<file path="src/rtl/fifo_pkg.sv">
// Shared definitions for the FIFO write-side arbiter.
package fifo_pkg;

    localparam int FIFO_WIDTH = 8;
    localparam int FIFO_DEPTH = 16;

    // Arbiter FSM encoding: IDLE arbitrates, GRANT streams the owner's beats.
    typedef enum logic {
        ST_IDLE  = 1'b0,
        ST_GRANT = 1'b1
    } arb_state_e;

endpackage

</file>
<file path="src/rtl/rr_pick.sv">
// Round-robin picker: first set request bit at or after rr_ptr, wrapping.
module rr_pick #(
    parameter int NREQ = 4,
    parameter int IW   = $clog2(NREQ)
) (
    input  logic [NREQ-1:0] req,
    input  logic [IW-1:0]   rr_ptr,
    output logic            any,
    output logic [IW-1:0]   idx
);

    logic [NREQ-1:0] rot_s;
    logic [IW-1:0]   first_s;

    // Rotate so rr_ptr lands at bit 0, take the lowest set bit, rotate the index back.
    always_comb begin
        rot_s   = '0;
        first_s = '0;
        for (int i = 0; i < NREQ; i++) begin
            rot_s[i] = req[IW'((i + int'(rr_ptr)) % NREQ)];
        end
        for (int i = NREQ - 1; i >= 0; i--) begin
            first_s = rot_s[i] ? IW'(i) : first_s;
        end
        any = |req;
        idx = IW'((int'(first_s) + int'(rr_ptr)) % NREQ);
    end

endmodule

</file>
<file path="src/rtl/fifo_wr_arbiter.sv">
// Round-robin arbiter sharing one FIFO write port between NREQ valid/ready producers.
module fifo_wr_arbiter
    import fifo_pkg::*;
#(
    parameter int WIDTH     = FIFO_WIDTH,
    parameter int NREQ      = 4,
    parameter int MAX_BURST = 4
) (
    input  logic                    clk,
    input  logic                    rst,
    input  logic [NREQ-1:0]         req_valid,
    input  logic [NREQ*WIDTH-1:0]   req_data,
    output logic [NREQ-1:0]         req_ready,
    input  logic                    fifo_full,
    output logic                    fifo_wr_en,
    output logic [WIDTH-1:0]        fifo_datain,
    output logic                    grant_valid,
    output logic [$clog2(NREQ)-1:0] grant_id,
    output logic [15:0]             wr_count
);

    localparam int IW = $clog2(NREQ);
    localparam int BW = $clog2(MAX_BURST + 1);
    localparam logic [IW-1:0] LAST_ID    = IW'(NREQ - 1);
    localparam logic [BW-1:0] BURST_LAST = BW'(MAX_BURST);

    arb_state_e     state_q, state_d;
    logic [IW-1:0]  owner_q, owner_d;
    logic [IW-1:0]  rr_ptr_q, rr_ptr_d;
    logic [BW-1:0]  beat_cnt_q, beat_cnt_d;
    logic [15:0]    wr_count_q, wr_count_d;

    logic            pick_any_s;
    logic [IW-1:0]   pick_idx_s;
    logic            owner_valid_s;
    logic [WIDTH-1:0] owner_data_s;
    logic [IW-1:0]   next_ptr_s;
    logic [BW-1:0]   beat_inc_s;
    logic            accept_s;
    logic            release_s;
    logic [NREQ-1:0] ready_s;
    logic            wr_en_s;
    logic [WIDTH-1:0] datain_s;

    rr_pick #(
        .NREQ (NREQ),
        .IW   (IW)
    ) u_pick (
        .req    (req_valid),
        .rr_ptr (rr_ptr_q),
        .any    (pick_any_s),
        .idx    (pick_idx_s)
    );

    assign owner_valid_s = req_valid[owner_q];
    assign owner_data_s  = req_data[owner_q*WIDTH +: WIDTH];
    assign next_ptr_s    = (owner_q == LAST_ID) ? '0 : owner_q + IW'(1);
    assign beat_inc_s    = beat_cnt_q + BW'(1);

    // Next-state, counters and write-port drive; release rotates the pointer past the owner.
    always_comb begin
        state_d    = state_q;
        owner_d    = owner_q;
        rr_ptr_d   = rr_ptr_q;
        beat_cnt_d = beat_cnt_q;
        wr_count_d = wr_count_q;
        accept_s   = 1'b0;
        release_s  = 1'b0;
        ready_s    = '0;
        wr_en_s    = 1'b0;
        datain_s   = '0;
        case (state_q)
            ST_IDLE: begin
                if (pick_any_s) begin
                    owner_d    = pick_idx_s;
                    beat_cnt_d = '0;
                    state_d    = ST_GRANT;
                end else begin
                    state_d    = ST_IDLE;
                end
            end
            ST_GRANT: begin
                ready_s[owner_q] = ~fifo_full;
                accept_s         = owner_valid_s & ~fifo_full;
                wr_en_s          = accept_s;
                datain_s         = accept_s ? owner_data_s : '0;
                if (!owner_valid_s) begin
                    // Owner withdrew: give the port up even while the FIFO is full.
                    release_s = 1'b1;
                end else if (accept_s) begin
                    beat_cnt_d = beat_inc_s;
                    wr_count_d = wr_count_q + 16'd1;
                    release_s  = (beat_inc_s == BURST_LAST);
                end else begin
                    // Full stall: hold grant and beat count until space appears.
                    release_s  = 1'b0;
                end
            end
            default: begin
                state_d = ST_IDLE;
            end
        endcase
        if (release_s) begin
            state_d    = ST_IDLE;
            rr_ptr_d   = next_ptr_s;
            beat_cnt_d = '0;
        end else begin
            rr_ptr_d   = rr_ptr_q;
        end
    end

    // State and counter registers with synchronous reset.
    always_ff @(posedge clk) begin
        if (rst) begin
            state_q    <= ST_IDLE;
            owner_q    <= '0;
            rr_ptr_q   <= '0;
            beat_cnt_q <= '0;
            wr_count_q <= 16'd0;
        end else begin
            state_q    <= state_d;
            owner_q    <= owner_d;
            rr_ptr_q   <= rr_ptr_d;
            beat_cnt_q <= beat_cnt_d;
            wr_count_q <= wr_count_d;
        end
    end

    // Handshake and write strobes are blanked during reset so no partial beat escapes.
    assign req_ready   = rst ? '0 : ready_s;
    assign fifo_wr_en  = ~rst & wr_en_s;
    assign fifo_datain = rst ? '0 : datain_s;

    assign grant_valid = (state_q == ST_GRANT);
    assign grant_id    = grant_valid ? owner_q : '0;
    assign wr_count    = wr_count_q;

endmodule

</file>
<file path="config.mk">
export PLATFORM = sky130hd
export DESIGN_NAME = fifo_wr_arbiter
export DESIGN_NICKNAME = d
export VERILOG_FILES = /design/src/rtl/fifo_pkg.sv /design/src/rtl/rr_pick.sv /design/src/rtl/fifo_wr_arbiter.sv
export SDC_FILE = /design/constraint.sdc
export NUM_CORES = 1
export LEC_CHECK = 0
export BUFFER_PORTS_ARGS = -buffer_cell sky130_fd_sc_hd__buf_2
export CORE_MARGIN = 2
export CORE_UTILIZATION = 48
export CTS_BUF_LIST = sky130_fd_sc_hd__clkbuf_16
export DETAILED_ROUTE_END_ITERATION = 16
export GPL_TIMING_DRIVEN = 0
export PLACE_DENSITY = 0.9
export SKIP_LAST_GASP = 1
export SLEW_MARGIN = 20
export SYNTH_ARGS = -nofsm -noshare
export SYNTH_HDL_FRONTEND = slang
export SYNTH_SLANG_ARGS = --single-unit
</file>
<file path="constraint.sdc">
create_clock -name clk -period 2.61 [get_ports clk]
set_input_delay 0.6525 -clock clk [delete_from_list [all_inputs] [get_ports clk]]
set_output_delay 0.6525 -clock clk [all_outputs]
set_load 0.005 [all_outputs]
</file>
==> results of run 1 <==
-- kinds of logic after synthesis --
logic type / synth area share [%]
compound gates: 7.76
buf+inv: 6.87
fa+ha+maj: 5.91
mux: 13.7
xor+xnor: 6.72
flops: 28.4
simple gates: 30.7
-- cell type report --
type | count | share of cell area [%]
multi-input combinational | 146 | 50.0
sequential | 24 | 21.9
timing repair buffer | 67 | 15.3
buffer | 12 | 4.05
clock buffer | 3 | 3.42
tap | 46 | 2.62
clock inverter | 1 | 1.37
inverter | 8 | 1.37
-- worst max-delay path: cells and delay by family, from the launching register on --
family	cells	cell delay, ns
multiplexers	1	0.53
flip-flops	1	0.46
AND/OR/NAND/NOR	1	0.20
buffers and inverters	2	0.43
-- power breakdown --
| part | switching [mW] | internal [mW] |
|---|---|---|
| logic | 0.131 | 0.142 |
| registers | 0.0162 | 0.380 |
| clock network | 0.124 | 0.305 |
| total | 0.272 | 0.827 |
-- what timing repair did --
action,in CTS,in global routing
resized for setup,0,1
endpoints found under the setup margin,0,7
hold endpoints to repair,0,0
-- final timing paths --
path | start | slack, ns | endpoint
worst min register to register | beat_cnt_q[1] | 0.50 | beat_cnt_q[1]
worst max-delay path | owner_q[0] | 0.08 | fifo_datain[4]
worst max register to register | rr_ptr_q[0] | 0.59 | owner_q[1]
worst min-delay path | beat_cnt_q[1] | 0.50 | beat_cnt_q[1]
-- stage by stage --
step	utilization [%]	instance area, um2	hold slack (ns)	worst slack (ns)	power [mW]
5_1_grt	65.3	2190	0.522	0.0103	1.15
3_5_place_dp	62.1	2090	0.476	0.137	0.673
6_report	65.3	2190	0.497	0.0801	1.10
4_1_cts	65.2	2190	0.499	0.0156	1.10
3_3_place_gp	62.1	2090	0.458	0.163	0.664
2_1_floorplan	-	1690	0.449	0.364	0.595
-- flip-flops by register name, indices dropped and copies added (netlist names) --
signal and cells:
wr_count 16, beat_cnt_q 3, rr_ptr_q 2, owner_q 2, grant_valid 1
-- synthesized netlist by cell type, types with 3 or more instances --
cell / number
a21oi_1: 7
and2_1: 6
and3_1: 9
buf_2: 3
buf_6: 5
clkbuf_1: 4
dfxtp_1: 24
ha_1: 8
inv_1: 8
mux2i_1: 3
mux4_2: 9
nand2_1: 11
nand3_1: 6
nand4_1: 3
nor2_1: 30
nor3_1: 6
nor4b_1: 3
o21ai_0: 5
or3_1: 3
xnor2_1: 8
xor2_1: 5
-- per-layer routing --
| layer | share of wire [%] | global-route usage, % |
|---|---|---|
| met2 | 50 | 39.3 |
| met4 | 1.1 | 5.71 |
| met3 | 5.3 | 3.21 |
| met5 | 0 | 0 |
| met1 | 43 | 27.3 |
==> results by group, run 1 <==
Outcome
  – Status: finished clean

Worst hold path
  – Worst hold path class: flip-flop to flip-flop
  – WHS Path Cells: 2

Logic synthesis
  – Seq/Total Area, Yosys: 28.4%
  – Cell area after synthesis: 1690 um2
  – Syn Inst Count: 190
  – Post-synth top area share: 28.4%
  – Synth cell types: 42
  – Yosys warnings: 0
  – #FFs+latches synth: 24
  – Synth top area cells: dfxtp_1 28%, mux4_2 12%, nor2_1 6.6%
  – Mapped Avg Cell Area: 8.92 um2
  – Synth area leader: dfxtp_1
  – Post-synth EDFFs: 0
  – Top FF cell, synth: dfxtp_1
  – Async set-reset flop share out of synthesis: 0%
  – Synth Net Count: 237

Routing
  – Pre-Repair DR Iteration Count: 4
  – Initial DRC count: 69
  – WL final: 4.11 mm
  – DRC: 0
  – Wire length per cell: 13.4 um
  – Antenna Violating Nets Remaining: 0
  – Via Count: 1648
  – Via/cell ratio: 5.37

Clocking
  – Worst skew pair latency: 0.25 ns
  – CTS max path bufs: 2
  – CTS tree: done
  – Clock sink total: 24
  – Cts bufs inserted: 3
  – Setup Buffers After CTS: 0
  – Root Buffer: clkbuf_16
  – H-tree levels: 1
  – Clk slew on worst S/H paths: 0.06 ns
  – Hold buffers post-CTS: 0

Cells and area
  – Layout cells sized above 1: 37.5%
  – Nets: 309
  – Fillcell total: 285
  – Most frequent cells in the layout: 69 x buf_2, 30 x nor2_1, 24 x dfxtp_1
  – Finished Layout Cells: 307
  – Area grow syn2layout: 29.5%
  – Antenna fix cells: 0
  – Most common cell after layout, fill and taps aside: buf_2
  – Multi-input combinational cell area: 1100 um2
  – Register area: 480 um2

Global routing
  – Overall fraction of global-route tracks in use: 21.9%
  – Initial antenna violation count: 0
  – Total gr overflow: 0
  – First-pass GRT wire length: 7.32 mm
  – Vias in the first global route: 1649
  – Largest net degree at the start of global routing: 15

Floorplanning
  – Cell Rows: 21
  – DIE WIDTH: 63.4 um
  – Die Span Y: 63.4 um
  – Total core area: 3360 um2
  – Die Area: 4020 um2
  – Num ports: 71
  – Initial core utilization: 50.4%

Power
  – Maximum vdd ir drop: 507 uV
  – PD cells: 501 nW/um2
  – Leak: 1.01 nW

Timing
  – FMAX: 395 MHz
  – Tcrit/Tclk final: 96.9%
  – RSZ-0062 raised after global routing: no
  – Least-Margin Pin Slew: 0.444 ns
  – Pins Over Slew Limit: 0
  – Setup-failing EPs final: 0
  – Minimum clock period: 2.53 ns
  – Final Skew: 0.00203 ns
  – Final setup TNS: 0 ns
  – Rel. slew slack: 70.4%
  – Final hold viol count: 0

Worst setup path
  – Critical Path Fanout Max: 10
  – Worst path cell trace: clkbuf_4 > mux4_2 > and3_1 > buf_2
  – CP Launch Type: flip-flop
  – Largest stage delay on the critical path: 0.53 ns
  – Data arrival, critical path: 1.88 ns
  – Setup crit end kind: primary output
  – CP max-delay cell: mux4_2
  – Data required time of the critical path: 1.96 ns
  – Reg2Reg Depth: 7
  – Critical path class: flip-flop to primary output

Run
  – Max Cap Viol: 0

Placement
  – Post-detail-place hpwl: 3.04 mm
  – Routability cong.: 0.912
  – PortBufs: 67
  – Cell count after placement: 303
Power figures use the tool's default switching activity.
==> inputs of run 2 (changes only) <==
- CAP_MARGIN: unset -> 5
- CELL_PAD_IN_SITES_DETAIL_PLACEMENT: unset -> 1
- CELL_PAD_IN_SITES_GLOBAL_PLACEMENT: unset -> 1
- CORE_MARGIN: 2 -> 3
- CORE_UTILIZATION: 48 -> 34
- PLACE_DENSITY: 0.9 -> 0.89
==> results by group, run 2 (synthesized netlist as in run 1, its figures left out) <==
Outcome
  – Status: finished clean

Power
  – Power, Total: 1.12 mW
  – PD cells: 502 nW/um2
  – Maximum vdd ir drop: 240 uV
  – Leak: 1.02 nW

Routing
  – DRC: 0
  – Initial DRC count: 32
  – Via/cell ratio: 5.04
  – WL final: 4.93 mm
  – Antenna Violating Nets Remaining: 0
  – Pre-Repair DR Iteration Count: 5
  – Wire length per cell: 15.0 um
  – Via Count: 1653

Worst setup path
  – Data required time of the critical path: 1.96 ns
  – CP Launch Type: primary input
  – Reg-to-reg startpoint: rr_ptr_q[0]
  – Setup crit end kind: primary output
  – Data arrival, critical path: 1.85 ns
  – Critical Path Fanout Max: 10
  – R2r setup slk: 0.61 ns
  – Critical path class: primary input to primary output
  – Reg2Reg Depth: 7
  – RR Endpoint: owner_q[1]

Global routing
  – Overall fraction of global-route tracks in use: 17.3%
  – Total gr overflow: 0
  – Vias in the first global route: 1732
  – First-pass GRT wire length: 8.37 mm
  – Initial antenna violation count: 0
  – Largest net degree at the start of global routing: 15

Floorplanning
  – Die Span Y: 76.6 um
  – Initial core utilization: 35.6%
  – Total core area: 4750 um2
  – Cell Rows: 25
  – DIE WIDTH: 76.6 um
  – Die Area: 5870 um2
  – Num ports: 71

Worst hold path
  – WHS Path Cells: 2
  – Hold endpoint: beat_cnt_q[1]
  – Critical hold path startpoint: beat_cnt_q[1]
  – Worst hold path class: flip-flop to flip-flop

Cells and area
  – Antenna fix cells: 0
  – Fillcell total: 609
  – Layout cells sized above 1: 37.9%
  – Max reg flops: 16
  – Most common cell after layout, fill and taps aside: buf_2
  – Nets: 309
  – Area grow syn2layout: 31.2%
  – Most frequent cells in the layout: 69 x buf_2, 30 x nor2_1, 24 x dfxtp_1
  – Multi-input combinational cell area: 1100 um2
  – Register area: 480 um2

Run
  – Max Cap Viol: 0

Clocking
  – Cts bufs inserted: 3
  – Clk slew on worst S/H paths: 0.07 ns
  – CTS max path bufs: 2
  – Root Buffer: clkbuf_16
  – Worst skew pair latency: 0.26 ns
  – H-tree levels: 1
  – Clock sink total: 24
  – CTS tree: done

Placement
  – Post-detail-place hpwl: 3.82 mm
  – Routability cong.: 0.727
  – Pre-CTS setup slack: 0.111 ns
  – PortBufs: 67

Timing
  – Pins Over Slew Limit: 0
  – Final Skew: 0.00642 ns
  – Rel. slew slack: 65.8%
  – Setup-failing EPs final: 0
  – Final setup TNS: 0 ns
  – RSZ-0062 raised after global routing: no
  – Least-Margin Pin Slew: 0.514 ns
  – PnR worst setup slack: 0.110 ns
  – Minimum clock period: 2.50 ns
  – FMAX: 400 MHz
  – Final hold viol count: 0
  – Tcrit/Tclk final: 95.8%
==> run 2: cell count changes in the layout (fill, tap and decap cells not counted), sizes merged <==
cell,previous run,this run
buf,74,75
clkbuf,8,7
==> run 2: what timing repair did <==
item | CTS | global route
hold buffers | 0 | 0
buffers inserted | 0 | 0
setup endpoints to repair | 4 | 9
resized for setup | 1 | 2
==> run 2: how the worst max path moves through the flow <==
stage,startpoint,to,slack [ns],cells past startpoint
floorplan,req_valid[2],fifo_datain[0],0.36,4
global placement,req_valid[3],fifo_datain[6],0.13,5
detailed placement,req_valid[3],fifo_datain[5],0.11,5
CTS,owner_q[0],fifo_datain[5],0.08,4
global route,owner_q[0],fifo_datain[2],0.02,4
finish,req_valid[3],fifo_datain[5],0.11,5
==> run 2: report_power, final <==
part	internal, mW	switching [mW]	total (mW)
sequential	0.380	0.0162	0.396
clock	0.305	0.136	0.441
combinational	0.142	0.137	0.279
==> run 2: through the flow <==
stage / instances / hold slack (ns) / utilization, % / cell area, um2
floorplan: 190 / 0.449 / - / 1690
global placement: 324 / 0.458 / 44.4 / 2110
detailed placement: 324 / 0.477 / 44.4 / 2110
CTS: 328 / 0.486 / 46.7 / 2220
global route: 328 / 0.516 / 46.7 / 2220
finish: 328 / 0.480 / 46.7 / 2220
==> run 2: final cells by class <==
class | count | area share (%)
clock buffer | 3 | 3.38
sequential | 24 | 21.6
multi-input combinational | 146 | 49.4
inverter | 8 | 1.35
buffer | 12 | 4.05
timing repair buffer | 67 | 15.1
clock inverter | 1 | 1.35
tap | 67 | 3.77
==> run 2: critical path, cell delays in order <==
cell and delay [ns]:
buf_2 0.14, mux4_2 0.59, buf_6 0.19, and3_1 0.14
buf_2 0.13
==> run 2: layer usage <==
metal / vias to the layer above / part of all wire [%] / GRT usage, %
met1: 789 / 43 / 20.1
met5: - / 0 / 0
li1: 812 / - / -
met3: 2 / 4.1 / 3.07
met2: 50 / 52 / 32.8
met4: 0 / 0.24 / 3.80
